==> config.mk <==
export PLATFORM = sky130hd
export DESIGN_NAME = signed_arith_bcd_seq
export DESIGN_NICKNAME = d
export VERILOG_FILES = /design/src/rtl/signed_arith_bcd_seq_pkg.sv /design/src/rtl/signed_arith_bcd_seq_bin2bcd.sv /design/src/rtl/signed_arith_bcd_seq.sv
export SDC_FILE = /design/constraint.sdc
export NUM_CORES = 1
export LEC_CHECK = 0
export ABC_AREA = 1
export ABC_CLOCK_PERIOD_IN_PS = 2600
export CAP_MARGIN = 10
export CORE_UTILIZATION = 57
export CTS_BUF_LIST = sky130_fd_sc_hd__clkbuf_2
export CTS_CLUSTER_DIAMETER = 120
export DETAILED_ROUTE_END_ITERATION = 8
export HOLD_SLACK_MARGIN = 0.06
export PLACE_DENSITY = 0.79
export SYNTH_ARGS = -nofsm -noshare
export SYNTH_HDL_FRONTEND = slang
export SYNTH_SLANG_ARGS = --single-unit
export TNS_END_PERCENT = 20
==> constraint.sdc <==
create_clock -name clk -period 2.6 [get_ports clk]
set_input_delay 0.52 -clock clk [delete_from_list [all_inputs] [get_ports clk]]
set_output_delay 0.52 -clock clk [all_outputs]
set_load 0.01 [all_outputs]
==> src/rtl/signed_arith_bcd_seq_pkg.sv <==
// Shared definitions for the sign-magnitude BCD calculator:
// op codes, FSM state encoding, BCD digit width and a power-of-ten helper.
package calc_pkg;

    typedef enum logic [1:0] {
        OP_ADD = 2'b00,
        OP_SUB = 2'b01,
        OP_MUL = 2'b10,
        OP_DIV = 2'b11
    } op_e;

    typedef enum logic [1:0] {
        S_IDLE = 2'b00,
        S_CALC = 2'b01,
        S_CONV = 2'b10,
        S_DONE = 2'b11
    } state_e;

    localparam int BCD_W = 4;

    // 10^n, used to detect magnitudes that do not fit in the digit field
    function automatic longint unsigned pow10(input int n);
        longint unsigned p = 1;
        for (int i = 0; i < n; i++) begin
            p = p * 10;
        end
        return p;
    endfunction

endpackage

==> src/rtl/signed_arith_bcd_seq_bin2bcd.sv <==
// Sequential double-dabble converter: R-bit binary in, ND BCD digits out.
// The first shift happens on the load edge, so a result is ready R cycles
// after start (done is high while the finished value is presented).
module bin2bcd_seq
    import calc_pkg::*;
#(
    parameter int R  = 8,
    parameter int ND = 6
) (
    input  logic                  clk,
    input  logic                  rst_n,
    input  logic                  start,
    input  logic [R-1:0]          bin,
    output logic                  done,
    output logic [BCD_W*ND-1:0]   bcd
);

    localparam int DW = BCD_W * ND;
    localparam int CW = $clog2(R + 1);

    logic [R-1:0]  bin_q;
    logic [DW-1:0] bcd_q;
    logic [DW-1:0] adj_w;
    logic [CW-1:0] cnt_q;
    logic          busy_q;

    // add-3 correction on every digit that would overflow when doubled
    for (genvar gi = 0; gi < ND; gi++) begin : g_adj
        assign adj_w[gi*BCD_W +: BCD_W] = (bcd_q[gi*BCD_W +: BCD_W] >= 4'd5) ?
                                          bcd_q[gi*BCD_W +: BCD_W] + 4'd3 :
                                          bcd_q[gi*BCD_W +: BCD_W];
    end

    // load with the first shift applied, then shift one bit per cycle
    always_ff @(posedge clk) begin
        if (!rst_n) begin
            bin_q  <= '0;
            bcd_q  <= '0;
            cnt_q  <= '0;
            busy_q <= 1'b0;
        end else if (start) begin
            bin_q  <= bin << 1;
            bcd_q  <= DW'(bin[R-1]);
            cnt_q  <= CW'(R - 1);
            busy_q <= 1'b1;
        end else if (busy_q) begin
            if (cnt_q != '0) begin
                bcd_q <= {adj_w[DW-2:0], bin_q[R-1]};
                bin_q <= bin_q << 1;
                cnt_q <= cnt_q - 1'b1;
            end else begin
                busy_q <= 1'b0;
            end
        end
    end

    assign done = busy_q && (cnt_q == '0);
    assign bcd  = bcd_q;

endmodule

==> src/rtl/signed_arith_bcd_seq.sv <==
// Sequential sign-magnitude calculator with BCD result.
// IDLE -> CALC (add/sub 1 cycle, mul/div W+1 cycles) -> CONV (2W cycles) -> DONE.
// Optional divider: define DIV_EN to build the restoring divider for op 11;
// otherwise op 11 reports err with a zero result at add/sub latency.
module signed_arith_bcd_seq
    import calc_pkg::*;
#(
    parameter int W  = 4,
    parameter int ND = 6
) (
    input  logic                clk,
    input  logic                rst_n,
    input  logic                start,
    input  logic [1:0]          op,
    input  logic [W-1:0]        x_mag,
    input  logic                x_sign,
    input  logic [W-1:0]        y_mag,
    input  logic                y_sign,
    output logic                busy,
    output logic                done,
    output logic                res_sign,
    output logic [4*ND-1:0]     digits,
    output logic                err
);

    localparam int R  = 2 * W;
    localparam int CW = $clog2(W + 2);
    localparam logic [63:0] LIMIT = 64'(pow10(ND));

    state_e         state_q;
    op_e            op_q;
    logic [W-1:0]   xm_q, ym_q;
    logic           xs_q, ys_q;
    logic [CW-1:0]  cnt_q;
    logic [R-1:0]   acc_q;
    logic [R-1:0]   mcand_q;
    logic [W-1:0]   mplr_q;      // multiplier bits, or dividend/quotient bits when dividing
    logic           calc_sign_q, calc_err_q, calc_sat_q;
    logic           busy_q, done_q, res_sign_q, err_q;
    logic [4*ND-1:0] digits_q;

    logic           fin_d;
    logic [R-1:0]   mag_d;
    logic           sign_d, err_d, ovf_d, eff_ys;
    logic [W:0]     sum_w;
    logic           bcd_done;
    logic [4*ND-1:0] bcd_w;

`ifdef DIV_EN
    logic [W-1:0]   rem_q;
    logic [W:0]     rem_sh, trial;

    // one restoring-division step: shift in next dividend bit, try to subtract
    always_comb begin
        rem_sh = {rem_q, mplr_q[W-1]};
        trial  = rem_sh - {1'b0, ym_q};
    end
`endif

    // decide whether CALC finishes this cycle and what magnitude/sign it yields
    always_comb begin
        fin_d  = 1'b0;
        mag_d  = '0;
        sign_d = 1'b0;
        err_d  = 1'b0;
        sum_w  = '0;
        eff_ys = ys_q ^ (op_q == OP_SUB);
        if (state_q == S_CALC) begin
            unique case (op_q)
                OP_ADD, OP_SUB: begin
                    fin_d = 1'b1;
                    if (xs_q == eff_ys) begin
                        sum_w  = {1'b0, xm_q} + {1'b0, ym_q};
                        sign_d = xs_q;
                    end else if (xm_q >= ym_q) begin
                        sum_w  = {1'b0, xm_q - ym_q};
                        sign_d = xs_q;
                    end else begin
                        sum_w  = {1'b0, ym_q - xm_q};
                        sign_d = eff_ys;
                    end
                    mag_d = R'(sum_w);
                end
                OP_MUL: begin
                    if (cnt_q == CW'(W)) begin
                        fin_d  = 1'b1;
                        mag_d  = acc_q;
                        sign_d = xs_q ^ ys_q;
                    end
                end
                OP_DIV: begin
`ifdef DIV_EN
                    if (ym_q == '0) begin
                        fin_d = 1'b1;
                        err_d = 1'b1;
                    end else if (cnt_q == CW'(W)) begin
                        fin_d  = 1'b1;
                        mag_d  = R'(mplr_q);
                        sign_d = xs_q ^ ys_q;
                    end
`else
                    fin_d = 1'b1;
                    err_d = 1'b1;
`endif
                end
                default: ;
            endcase
        end
    end

    assign ovf_d = (64'(mag_d) >= LIMIT);

    bin2bcd_seq #(
        .R  (R),
        .ND (ND)
    ) u_bin2bcd (
        .clk   (clk),
        .rst_n (rst_n),
        .start (fin_d),
        .bin   (mag_d),
        .done  (bcd_done),
        .bcd   (bcd_w)
    );

    // control FSM, iterative datapath and registered result outputs
    always_ff @(posedge clk) begin
        if (!rst_n) begin
            state_q     <= S_IDLE;
            op_q        <= OP_ADD;
            xm_q        <= '0;
            ym_q        <= '0;
            xs_q        <= 1'b0;
            ys_q        <= 1'b0;
            cnt_q       <= '0;
            acc_q       <= '0;
            mcand_q     <= '0;
            mplr_q      <= '0;
            calc_sign_q <= 1'b0;
            calc_err_q  <= 1'b0;
            calc_sat_q  <= 1'b0;
            busy_q      <= 1'b0;
            done_q      <= 1'b0;
            res_sign_q  <= 1'b0;
            err_q       <= 1'b0;
            digits_q    <= '0;
`ifdef DIV_EN
            rem_q       <= '0;
`endif
        end else begin
            done_q <= 1'b0;
            unique case (state_q)
                S_IDLE: begin
                    if (start) begin
                        op_q    <= op_e'(op);
                        xm_q    <= x_mag;
                        ym_q    <= y_mag;
                        xs_q    <= x_sign;
                        ys_q    <= y_sign;
                        cnt_q   <= '0;
                        acc_q   <= '0;
                        mcand_q <= R'(x_mag);
                        mplr_q  <= (op == OP_DIV) ? x_mag : y_mag;
`ifdef DIV_EN
                        rem_q   <= '0;
`endif
                        busy_q  <= 1'b1;
                        state_q <= S_CALC;
                    end
                end
                S_CALC: begin
                    if (fin_d) begin
                        calc_sign_q <= sign_d && (mag_d != '0);
                        calc_err_q  <= err_d || ovf_d;
                        calc_sat_q  <= ovf_d;
                        state_q     <= S_CONV;
                    end else begin
                        cnt_q <= cnt_q + 1'b1;
                        if (op_q == OP_MUL) begin
                            if (mplr_q[0]) begin
                                acc_q <= acc_q + mcand_q;
                            end
                            mcand_q <= mcand_q << 1;
                            mplr_q  <= mplr_q >> 1;
                        end
`ifdef DIV_EN
                        else begin
                            if (!trial[W]) begin
                                rem_q <= trial[W-1:0];
                            end else begin
                                rem_q <= rem_sh[W-1:0];
                            end
                            mplr_q <= (mplr_q << 1) | W'(!trial[W]);
                        end
`endif
                    end
                end
                S_CONV: begin
                    if (bcd_done) begin
                        digits_q   <= calc_sat_q ? {ND{4'h9}} : bcd_w;
                        res_sign_q <= calc_sign_q;
                        err_q      <= calc_err_q;
                        done_q     <= 1'b1;
                        busy_q     <= 1'b0;
                        state_q    <= S_DONE;
                    end
                end
                S_DONE: begin
                    state_q <= S_IDLE;
                end
                default: state_q <= S_IDLE;
            endcase
        end
    end

    assign busy     = busy_q;
    assign done     = done_q;
    assign res_sign = res_sign_q;
    assign digits   = digits_q;
    assign err      = err_q;

endmodule
==> results.cfg <==
[sta]
finalCritPeriodShare_pct = 85.36
setup_violations = 0
relSlewSlack_pct = 56.99
drv_slew = 0
hold_viol_final = 0
tightest_slew_ps = 644.4
finClkSkew_ps = 34.73
min_period_ps = 2219
hold_ws_ps = 463.2
fin_tns_setup_ps = 0
max_freq_mhz = 450.6
rsz0062_at_grt = no
fin_ws_ps = 380.6

[die]
initial_utilization_pct = 58.71
fp.dieW_um = 99.33
die_area_mm2 = 0.009865
num_rows = 35
io-pin-count = 43
core_area_mm2 = 0.009196
die_y_um = 99.33

[cts]
clkSlewWorstSetupHoldPaths_ps = 290
cts_tree = built
clockBufferDepth = 2
cts_setup_buffers = 0
cts_made_buffers = 9
post_cts_resized = 0
hold_buffers = 0
clkSinkCount = 103
root_buffer = clkbuf_2
clk_latency_ps = 580
ctsHtreeMaxLevel = 3

[setup_path]
path_max_fanout = 5
cp-end-kind = flip-flop
crit_arrival_ps = 2740
crit_path_start_kind = flip-flop
endpoint = calc_sign_q$_SDFFE_PN0P_
worstPathRequired_ps = 3130
rr_worst_depth = 14
reg2reg_from = ym_q[1]$_SDFFE_PN0P_
critPathLaunch = ym_q[1]$_SDFFE_PN0P_
r2r-end = calc_sign_q$_SDFFE_PN0P_
critical_path_class = reg2reg
r2r_slack_ps = 380

[grt]
track_usage_pct = 25.64
grt_max_degree = 45
gr-total-overflow = 0
grt_pass1_wl_um = 20510
grt_pass1_vias = 4548
antenna_found_initial = 0

[pwr]
p_seq_share_pct = 41.0
cellPowerDensity_mw_per_mm2 = 832.0
total_power_uw = 5023
intPower_uw = 2826
ir_drop_mv = 0.3657
p_leak_uw = 0.002598
p_sw_share_pct = 43.74
power.net_switching_uw = 2197
pwr-share-clk_pct = 15.9
p_comb_share_pct = 43.1

[routing]
drt_iter0_drc = 272
ant_nets = 0
dr_total_vias = 4867
drt-vias-per-instance = 5.475
wl_um = 11980
drtPass1Iterations = 5
drc = 0
wl_per_cell_um = 13.47

[synth]
synthesis.area_per_instance_um2 = 7.306
syn_area_mm2 = 0.005399
synth_async_sr_flop_share_pct = 0
synth-edff-count = 0
synthesis.nets = 795
ys_seq_area_share_pct = 38.19
ys_ff_latch = 103
yosysWarnings = 0
synth-main-ff-cell = dfxtp_1
syn_inst = 739
post_synth_num_cell_types = 36

[cells_and_area]
num_antenna_cells = 0
syn_to_final_growth_pct = 11.82
drive_above_1_share_pct = 5.527
final_nets = 829
post-route-util_pct = 65.65

[job]
cap_violations = 0

[hold_path]
hp-class = reg2reg

[placement]
place_congestion = 0.8731
place_hpwl_um = 8492
portBuffers = 42
pre_cts_slack_ps = 449.1

[run_status]
status = completed
routing by layer:
| metal | wire length [um] | vias up | global-route usage (%) |
|---|---|---|---|
| li1 | - | 2495 | - |
| met1 | 5694 | 2263 | 34.08 |
| met2 | 5669 | 94 | 42.25 |
| met3 | 478 | 15 | 5.341 |
| met4 | 134 | 0 | 7.353 |
| met5 | 0 | - | 0 |
cell families after synthesis:
family                     count (synthesis)  share of synthesized area, %
AOI/OAI and AO/OA                        192                         19.68
xor gates and xnor gates                  18                         2.920
adders and majority gates                 41                         10.06
buffers and inverters                    122                         8.783
DFF                                      103                         38.19
and+or+nand+nor                          263                         20.37
worst max-delay path, cell delays in order (launching register included):
cell and delay [ps]:
dfxtp_1 550, inv_1 140, fa_1 440, inv_1 70, nand2_1 50, nand2_1 120, nand2_1 150, nand2_1 120
nand3_1 80, nand2_1 60, nor2_1 40, nor2_1 140, nand3_1 100, nand2_1 70, nand2_1 40
cells in the mapped netlist, types with 3 or more instances:
cell type / instances / area [um^2]
clkbuf_1: 19 / 71.32
o21ai_0: 57 / 285.3
inv_2: 5 / 18.77
a211oi_1: 4 / 30.03
a22oi_1: 7 / 52.55
inv_1: 87 / 326.6
o211ai_1: 12 / 90.09
nand4_1: 3 / 18.77
ha_1: 37 / 462.9
a31oi_1: 5 / 31.28
buf_2: 5 / 25.02
fa_1: 4 / 80.08
nand3_1: 47 / 235.2
xor2_1: 17 / 148.9
nor2_1: 80 / 300.3
nand2_1: 122 / 457.9
dfxtp_1: 103 / 2062
a21oi_1: 100 / 500.5
power groups by stage:
stage	Sequential (uW)	Combinational, uW	Clock, uW
CTS	2060	2140	827
detailed placement	2090	2120	0
global placement	2070	2040	0
global route	2100	2480	879
finish	2060	2160	801
floorplan	2040	1650	0
stage by stage:
stage               instance area, um^2  std cells
global route                       6037        889
global placement                   5912        873
detailed placement                 5912        873
finish                             6037        889
CTS                                6037        889
floorplan                          5399        739
cell usage in the layout, fill, tap and decap left out, types with 4 or more instances in the layout:
cell type          n
buf_4              8
xor2_1            17
nand2_1          122
fa_1               4
o211ai_1          12
a211oi_1           4
ha_1              37
o21ai_0           57
clkbuf_2           9
nor2_1            80
a22oi_1            7
clkdlybuf4s50_1   42
nand3_1           46
dfxtp_1          103
a21oi_1          100
inv_2              5
a31oi_1            5
inv_1             87
flip-flops by register name (all words and copies together) (netlist names):
name and count:
mplr_q 4, xm_q 4, done 1, cnt_q 3
xs_q 1, ys_q 1, u_bin2bcd.bcd 24, acc_q 8
calc_err_q 1, calc_sign_q 1, state_q 2, u_bin2bcd.bin_q 7
busy 1, ym_q 4, u_bin2bcd.cnt_q 4, err 1
digits 24, op_q 2, u_bin2bcd.busy_q 1, res_sign 1
mcand_q 8
layout make-up:
type	instances	area (um^2)
clock buffer	9	45.04
clock inverter	7	80.08
fill	812	3159
inverter	95	362.8
multi-input combinational	514	2868
sequential	103	2062
tap	111	138.9
timing repair buffer	50	480.5
worst min path at each step:
stage / start / endpoint / depth (start not counted)
5_1_grt: digits[3]$_SDFFE_PN0P_ / digits[3]$_SDFFE_PN0P_ / 2
6_report: digits[3]$_SDFFE_PN0P_ / digits[3]$_SDFFE_PN0P_ / 2
3_3_place_gp: digits[19]$_SDFFE_PN0P_ / digits[19]$_SDFFE_PN0P_ / 2
3_5_place_dp: digits[3]$_SDFFE_PN0P_ / digits[3]$_SDFFE_PN0P_ / 2
4_1_cts: digits[3]$_SDFFE_PN0P_ / digits[3]$_SDFFE_PN0P_ / 2
2_1_floorplan: calc_sign_q$_SDFFE_PN0P_ / calc_sign_q$_SDFFE_PN0P_ / 2
No activity file was read; power rests on OpenSTA's default activity.
